### config.mk
export PLATFORM = sky130hd
export DESIGN_NAME = sect409k1_pt_encode
export DESIGN_NICKNAME = d
export VERILOG_FILES = /design/src/rtl/sect_pt_encode.sv /design/src/rtl/sect409k1_pt_encode.sv
export SDC_FILE = /design/constraint.sdc
export NUM_CORES = 2
export LEC_CHECK = 0
export CAP_MARGIN = 25
export CORE_AREA = 2 2 322 324
export CTS_CLUSTER_SIZE = 28
export DETAILED_ROUTE_END_ITERATION = 7
export DIE_AREA = 0 0 324 326
export PLACE_DENSITY_LB_ADDON = 0.05
export SLEW_MARGIN = 20
export SYNTH_ARGS = -nofsm -noshare
export SYNTH_HDL_FRONTEND = slang
export SYNTH_HIERARCHICAL = 1
export SYNTH_SLANG_ARGS = --single-unit
### constraint.sdc
create_clock -name clk -period 5.1 [get_ports clk]
set_input_delay 0.51 -clock clk [delete_from_list [all_inputs] [get_ports clk]]
set_output_delay 0.51 -clock clk [all_outputs]
set_load 0.03 [all_outputs]
### src/rtl/sect_pt_encode.sv
`default_nettype none
// ============================================================================
//  Module   : sect_pt_encode
//  Purpose  : SEC 1 uncompressed point encoder (0x04 || X || Y, or 0x00 for
//             the point at infinity) streaming one octet per handshake.
//  Revision : 1.0  initial release
// ============================================================================
module sect_pt_encode #(
    parameter int M      = 409,
    parameter int NBYTES = (M + 7) / 8
) (
    input  logic         clk,
    input  logic         rst_n,
    input  logic         clr,
    input  logic         in_valid,
    input  logic [M-1:0] x,
    input  logic [M-1:0] y,
    output logic         in_ready,
    output logic         out_valid,
    output logic [7:0]   out_data,
    output logic         out_last,
    input  logic         out_ready,
    output logic         overrun
);

    localparam int c_cw = (NBYTES > 1) ? $clog2(NBYTES) : 1;
    localparam int c_cb = NBYTES * 8;
    localparam int c_sw = 2 * c_cb;

    localparam logic [2:0] c_idle = 3'd0;
    localparam logic [2:0] c_hdr  = 3'd1;
    localparam logic [2:0] c_xb   = 3'd2;
    localparam logic [2:0] c_yb   = 3'd3;
    localparam logic [2:0] c_inf  = 3'd4;

    logic [2:0]      r_state;
    logic [2:0]      w_next;
    logic [c_cw-1:0] r_cnt;
    logic [c_sw-1:0] r_sr;
    logic            w_accept;
    logic            w_cnt_last;
    logic            w_is_inf;
    logic [c_cb-1:0] w_xp;
    logic [c_cb-1:0] w_yp;

    // Both coordinates live in one shift register, X in the upper half, so the
    // current octet is always the top byte and no index arithmetic is needed.
    assign w_xp       = c_cb'(x);
    assign w_yp       = c_cb'(y);
    assign w_is_inf   = (x == '0) && (y == '0);
    assign w_accept   = out_valid & out_ready;
    assign w_cnt_last = (r_cnt == c_cw'(NBYTES - 1));

    always_comb begin
        w_next = r_state;
        case (r_state)
            c_idle:  if (in_valid) w_next = w_is_inf ? c_inf : c_hdr;
            c_hdr:   if (w_accept) w_next = c_xb;
            c_xb:    if (w_accept && w_cnt_last) w_next = c_yb;
            c_yb:    if (w_accept && w_cnt_last) w_next = c_idle;
            c_inf:   if (w_accept) w_next = c_idle;
            default: w_next = c_idle;
        endcase
        if (clr) w_next = c_idle;
    end

    always_ff @(posedge clk or negedge rst_n) begin
        if (!rst_n) r_state <= c_idle;
        else        r_state <= w_next;
    end

    always_ff @(posedge clk or negedge rst_n) begin
        if (!rst_n) begin
            r_cnt   <= '0;
            r_sr    <= '0;
            overrun <= 1'b0;
        end else if (clr) begin
            r_cnt   <= '0;
            overrun <= 1'b0;
        end else begin
            if (in_valid && (r_state != c_idle)) overrun <= 1'b1;
            if ((r_state == c_idle) && in_valid) begin
                r_sr  <= {w_xp, w_yp};
                r_cnt <= '0;
            end else if (w_accept && ((r_state == c_xb) || (r_state == c_yb))) begin
                r_sr  <= {r_sr[c_sw-9:0], 8'h00};
                r_cnt <= w_cnt_last ? '0 : r_cnt + c_cw'(1);
            end
        end
    end

    assign in_ready  = (r_state == c_idle);
    assign out_valid = (r_state != c_idle);
    assign out_last  = (r_state == c_inf) || ((r_state == c_yb) && w_cnt_last);

    always_comb begin
        out_data = 8'h00;
        case (r_state)
            c_hdr:       out_data = 8'h04;
            c_xb, c_yb:  out_data = r_sr[c_sw-1 -: 8];
            default:     out_data = 8'h00;
        endcase
    end

endmodule
`default_nettype wire

### src/rtl/sect409k1_pt_encode.sv
`default_nettype none
// ============================================================================
//  Module   : sect409k1_pt_encode
//  Purpose  : sect409k1 instance of the generic SEC 1 point encoder.
//  Revision : 1.0  initial release
// ============================================================================
module sect409k1_pt_encode #(
    parameter int M      = 409,
    parameter int NBYTES = 52
) (
    input  logic         clk,
    input  logic         rst_n,
    input  logic         clr,
    input  logic         in_valid,
    input  logic [M-1:0] x,
    input  logic [M-1:0] y,
    output logic         in_ready,
    output logic         out_valid,
    output logic [7:0]   out_data,
    output logic         out_last,
    input  logic         out_ready,
    output logic         overrun
);

    sect_pt_encode #(
        .M      (M),
        .NBYTES (NBYTES)
    ) u_enc (
        .clk       (clk),
        .rst_n     (rst_n),
        .clr       (clr),
        .in_valid  (in_valid),
        .x         (x),
        .y         (y),
        .in_ready  (in_ready),
        .out_valid (out_valid),
        .out_data  (out_data),
        .out_last  (out_last),
        .out_ready (out_ready),
        .overrun   (overrun)
    );

endmodule
`default_nettype wire
[After elaboration in Yosys (flattened, before gate mapping)]
Index checks and enable logic that the tools add are counted.
Storage, ports and cells
  input port bits: 823
  logic and storage cells: 52
  bits in registers: 842
Cells by class
  multiplexer cells: 17
  add/sub/neg operators: 1
  reductions and logical operators: 18
  bitwise logic cells: 2
  equality and inequality tests: 10
Operators with widths (number)
  832-bit 2-to-1 mux: 2
  409-bit logical NOT: 2
  6-bit 2-to-1 mux: 4
  3-bit 2-to-1 mux: 7
  8-bit one-hot mux with 2 select lines: 1
  3-bit one-hot mux with 5 select lines: 1
  3-bit by 2-bit inequality test with 1-bit output (second input constant): 4
  6-bit by 1-bit adder with 6-bit output (second input constant): 1
  3-bit by 2-bit == test with 1-bit output (second input constant): 2
  6-bit == test (second input constant): 1
  1-bit logical AND: 6
  3-bit nonzero test: 2
  5-bit AND reduction: 1
  2-bit nonzero test: 2
  3-bit by 1-bit == test with 1-bit output (second input constant): 1
  3-bit == test (second input constant): 1
  3-bit logical NOT: 1
  3-bit inequality test (second input constant): 1
  1-bit logical OR: 2
  1-bit 2-to-1 mux: 2
  2-bit AND reduction: 1
  2-bit OR reduction: 1
  1-bit bitwise AND: 1
  1-bit NOT: 1

[Logic depth before layout (Yosys ltp)]
  depth in word-level cells: 6
  mapped depth: 9

[Worst setup path after synthesis]
No wires, ideal clock.
  kind: input-to-reg
  start point: input port y[286]
  end point: register u_enc.r_state[0]
  required time: 4956 ps
  buffers on the path: 0
  arrival: 1796 ps
  slack: 3160 ps
  stages: 6
  path through: nor4_1 -> nand4_1 -> or4_1 -> nor4_2 -> and3_1 -> a221oi_2
Between the ends
  longest elaborated chain between the ends: 6
Ends and longest elaborated chain
  start: declaration: line sect409k1_pt_encode.sv:16  | input logic [M-1:0] y,
  409-bit logical NOT: line sect_pt_encode.sv:50  | assign w_is_inf = (x == '0) && (y == '0);
  1-bit logical AND: line sect_pt_encode.sv:50
  3-bit 2-to-1 mux (2 in a row): line sect_pt_encode.sv:57  | c_idle: if (in_valid) w_next = w_is_inf ? c_inf : c_hdr;
  3-bit one-hot mux with 5 select lines: line sect_pt_encode.sv:56  | case (r_state)
  3-bit 2-to-1 mux: line sect_pt_encode.sv:64  | if (clr) w_next = c_idle;
  end signal: assignment: line sect_pt_encode.sv:68  | if (!rst_n) r_state <= c_idle;
  end signal: assignment: line sect_pt_encode.sv:69  | else r_state <= w_next;
  end: declaration: line sect_pt_encode.sv:36  | logic [2:0] r_state;
No other way between the ends. The select of a mux whose other input is x is not followed.
A chain may end at the register's enable or synchronous reset.

[Worst setup path after layout]
  start point: register u_enc.r_state[1]
  end point: output port out_last
Between the ends
  longest elaborated chain between the ends: 3
  elaborated cells on any way between the ends: 4
  those cells by class: eq/ne: 2; reduce/logical: 2
Ends and longest elaborated chain
  3-bit by 2-bit == test with 1-bit output: line sect_pt_encode.sv:94  | assign out_last = (r_state == c_inf) || ((r_state == c_yb) && w_cnt_last);
  1-bit logical AND: line sect_pt_encode.sv:94
  1-bit logical OR (*): line sect_pt_encode.sv:94
  end: declaration: line sect409k1_pt_encode.sv:20  | output logic out_last,
Mark *: on every way between the ends. The rest lies on a longest branch, timed or not.

==> flow_summary_export.csv <==
group,metric,value,unit
setup_path,startpoint_type,"flip-flop",
cells_and_area,final_net_count,6263,
floorplan,die-width,324,microns
yosys,syn_avg_cell_area,8.28,sq um
cts,clockBufferDepth,3,
yosys,async_reset_ff_share,100,%
route,wl_per_cell,21.6,microns
floorplan,coreArea,103000,sq um
cts,cts_buffers,96,
yosys,synth_area_leaders,"dfrtp_1, nand2_1, a31oi_1, nor2_1, nor4_1",
setup_path,critPathKind,"reg -> out",
yosys,synth_compound_area_share,13.5,%
setup_path,critPathRequiredTime,4.59,ns
route,drc,0,
global_routing,grt_pass1_wl,222,mm
yosys,synth.area.mux_share,0.0535,%
status,status,"completed",
cts,path_clk_slew,0.06,ns
floorplan,die_h,326,microns
yosys,yosys_most_used_dff,"dfrtp_1",
yosys,synth_cells,4806,
route,drt-pass1-iter-count,6,
setup_path,timing.rr.start,"u_enc/r_state[2]$_DFFE_PN0P_",
power_and_ir_drop,p_sw,0.00688,W
cells_and_area,final_area,52100,sq um
placement,gp_congestion,0.898,
global_routing,grt_util_all_layers,27.6,%
flow_run,maxCapViolations,0,
route,ant_nets,0,
yosys,synth_cell_type_count,40,
route,vias,37411,
cts,clock_latency,0.66,ns
setup_path,crit_chain,"nor2b_1 > nand3_1 > nand2_1 > clkdlybuf4s50_1",
cells_and_area,fill_cells,10103,
yosys,synth.cell_area,39800,sq um
yosys,synth_warnings,6,
yosys,synth_xor_area_share,0.0440,%
timing,worst_pin_slew,1.00,ns
timing,setup_violations,0,
cells_and_area,area_delta_synth_final,30.9,%
yosys,synth_top_area_share,53.0,%
global_routing,grt_max_degree,233,
timing,finalCritPeriodShare,69.6,%
global_routing,antenna_found_initial,47,
yosys,synth_edf_count,0,
power_and_ir_drop,irDropWorstVdd,0.261,mV
cells_and_area,regArea,21100,sq um
yosys,synth-simple-area-share,27.8,%
power_and_ir_drop,comb_power_share,22.3,%
setup_path,cp.arrival,3.04,ns
timing,fin_setup_tns,0,ns
floorplan,die_area,106000,sq um
power_and_ir_drop,p_per_area,434,nW/um^2
setup_path,cp_slowest_cell,"clkdlybuf4s50_1",
cts,post_cts_buffers,0,
global_routing,grt_use_met1,36.8,%
timing,period_needed,3.55,ns
global_routing,overflow,0,
yosys,synth_top_family_by_area,"simple AND/OR/NAND/NOR gates",
floorplan,rows,118,
setup_path,critPathBufInv,1,
power_and_ir_drop,total_leakage_power,21.5,nW
floorplan,start_util,38.8,%
timing,rsz0062_at_grt,"no",
global_routing,grtUsageMet3,6.11,%
cts,cts.sinks,842,
setup_path,r2r_cells,7,
floorplan,pin_count,835,
route,avgViaCountPerCell,5.40,
placement,io_buffers,834,
power_and_ir_drop,clockPowerShare,33.6,%
timing,skew,0.0166,ns
power_and_ir_drop,pwr-share-seq,44.0,%
setup_path,path_max_fanout,11,
power_and_ir_drop,switching_share,30.5,%
setup_path,cp_top_family,"simple AND/OR/NAND/NOR gates",
timing,drv_slew,0,
setup_path,critical-path-max-stage-delay,0.82,ns
global_routing,busiest_layer,"met2",
power_and_ir_drop,power.total,0.0226,W
timing,hold_violations,0,
yosys,ys_seq_area_share,53.0,%
power_and_ir_drop,p_int,0.0157,W
cts,cts_tree,"built",
yosys,synthAdderAreaFrac,0.0315,%
placement,dp_slack,1.27,ns
hold_path,hold_path.class,"in -> async",
route,drt_wl_total,150,mm
route,drt-initial-drc-count,3621,
yosys,syn_nets,5630,
cts,cts-resized-gates,0,
timing,worst_slack,1.55,ns
timing,fmax,0.282,GHz
global_routing,grt_pass1_vias,36255,
yosys,ys_ff_latch,842,
cts,h-tree-depth,3,
placement,placed_area,48500,sq um
global_routing,gr-usage-met2,44.7,%
cells_and_area,drive_gt1_share,4.39,%
setup_path,end_kind,"primary output",
cells_and_area,multi_input_area,16500,sq um
cts,cts-root-buf,"clkbuf_16",
timing,slew_headroom,33.0,%
yosys,synth_top_cell_by_area,"dfrtp_1",
cells_and_area,final_util,50.7,%
setup_path,ff2ff_setup_slack,2.09,ns
placement,place_hpwl,110,mm
setup_path,worst_r2r_endpoint,"u_enc/r_sr[291]$_DFFE_PN0P_",
==> power groups by stage <==
| stage | sequential [W] | clock, W | combinational, W |
|---|---|---|---|
| 2_1_floorplan | 0.00965 | 0 | 0.00342 |
| 3_3_place_gp | 0.00999 | 0 | 0.00499 |
| 3_5_place_dp | 0.0100 | 0 | 0.00505 |
| 4_1_cts | 0.00993 | 0.00778 | 0.00508 |
| 5_1_grt | 0.0102 | 0.00804 | 0.00574 |
| 6_report | 0.00995 | 0.00759 | 0.00505 |
==> synthesized netlist by cell type, types with 2 or more instances <==
library cell	count
a21oi_1	3
nor4_1	215
clkbuf_1	164
nand2b_1	2
or3_1	2
and2_1	7
buf_1	5
nand4_1	53
nor2b_1	3
nand2_1	1628
buf_2	108
buf_8	9
nor3_1	3
dfrtp_1	842
nor2_1	816
xor2_1	2
buf_6	80
a22o_1	23
a31oi_1	810
nand3_1	3
and3_1	3
o21ai_0	7
==> flip-flops by register name, indices dropped and copies added, names as in the netlist <==
name / cells
u_enc/r_cnt: 6
u_enc/r_state: 3
u_enc/r_sr: 832
u_enc/overrun: 1
==> how the worst max path moves through the flow <==
stage / from / end / slack, ns / cells after the start
6_report: u_enc/r_state[1]$_DFFE_PN0P_ / out_last / 1.55 / 4
5_1_grt: u_enc/r_state[1]$_DFFE_PN0P_ / out_last / 1.33 / 4
4_1_cts: u_enc/r_state[1]$_DFFE_PN0P_ / out_last / 1.45 / 4
3_5_place_dp: x[357] / u_enc/r_state[2]$_DFFE_PN0P_ / 1.27 / 7
3_3_place_gp: x[357] / u_enc/r_state[2]$_DFFE_PN0P_ / 1.26 / 7
2_1_floorplan: y[286] / u_enc/r_state[0]$_DFFE_PN0P_ / 3.16 / 6
==> layout by cell type (no fill, tap or decap), types with 23 or more instances in the layout <==
master / Yosys / layout
buf_12: 0 / 26
nor4_1: 215 / 213
diode_2: 0 / 27
nand4_1: 53 / 53
a22o_1: 23 / 23
nor2_1: 816 / 816
clkbuf_16: 0 / 99
clkdlybuf4s50_1: 0 / 833
dfrtp_1: 842 / 842
clkbuf_8: 0 / 29
a31oi_1: 810 / 810
nand2_1: 1628 / 1627
buf_4: 1 / 39
==> per-stage QoR <==
| stage | hold WS, ns | cells |
|---|---|---|
| final | 0.424 | 6922 |
| after global routing | 0.429 | 6916 |
| after CTS | 0.384 | 6893 |
| after global placement | 0.474 | 6718 |
| after floorplan | 0.214 | 4806 |
| after detailed placement | 0.479 | 6718 |
==> cell families after synthesis <==
group | after synthesis
AO/OA/AOI/OAI | 848
XOR/XNOR | 2
adder cells (fa/ha/maj) | 1
buffers and inverters | 368
flip-flops | 842
multiplexers | 2
AND/OR/NAND/NOR | 2743
==> layer usage <==
metal | vias up | wire length [microns]
li1 | 17827 | -
met5 | - | 277
met4 | 44 | 3290
met2 | 1198 | 71400
met1 | 18134 | 63600
met3 | 208 | 11200
==> area by class of cell <==
class                           instances  area share (%)
Antenna cell                           27           0.130
Clock buffer                          140            5.61
Clock inverter                         34            1.08
Inverter                                1         0.00721
Multi-Input combinational cell       3596            31.7
Sequential cell                       842            40.5
Tap cell                             1380            3.32
Timing Repair Buffer                  902            17.7
==> timing repair <==
item	4_1_cts	5_1_grt
hold buffers	1	0
endpoints found under the hold margin	69	0
setup endpoints to repair	0	0
Note: power is estimated with default switching activity, not from simulation.
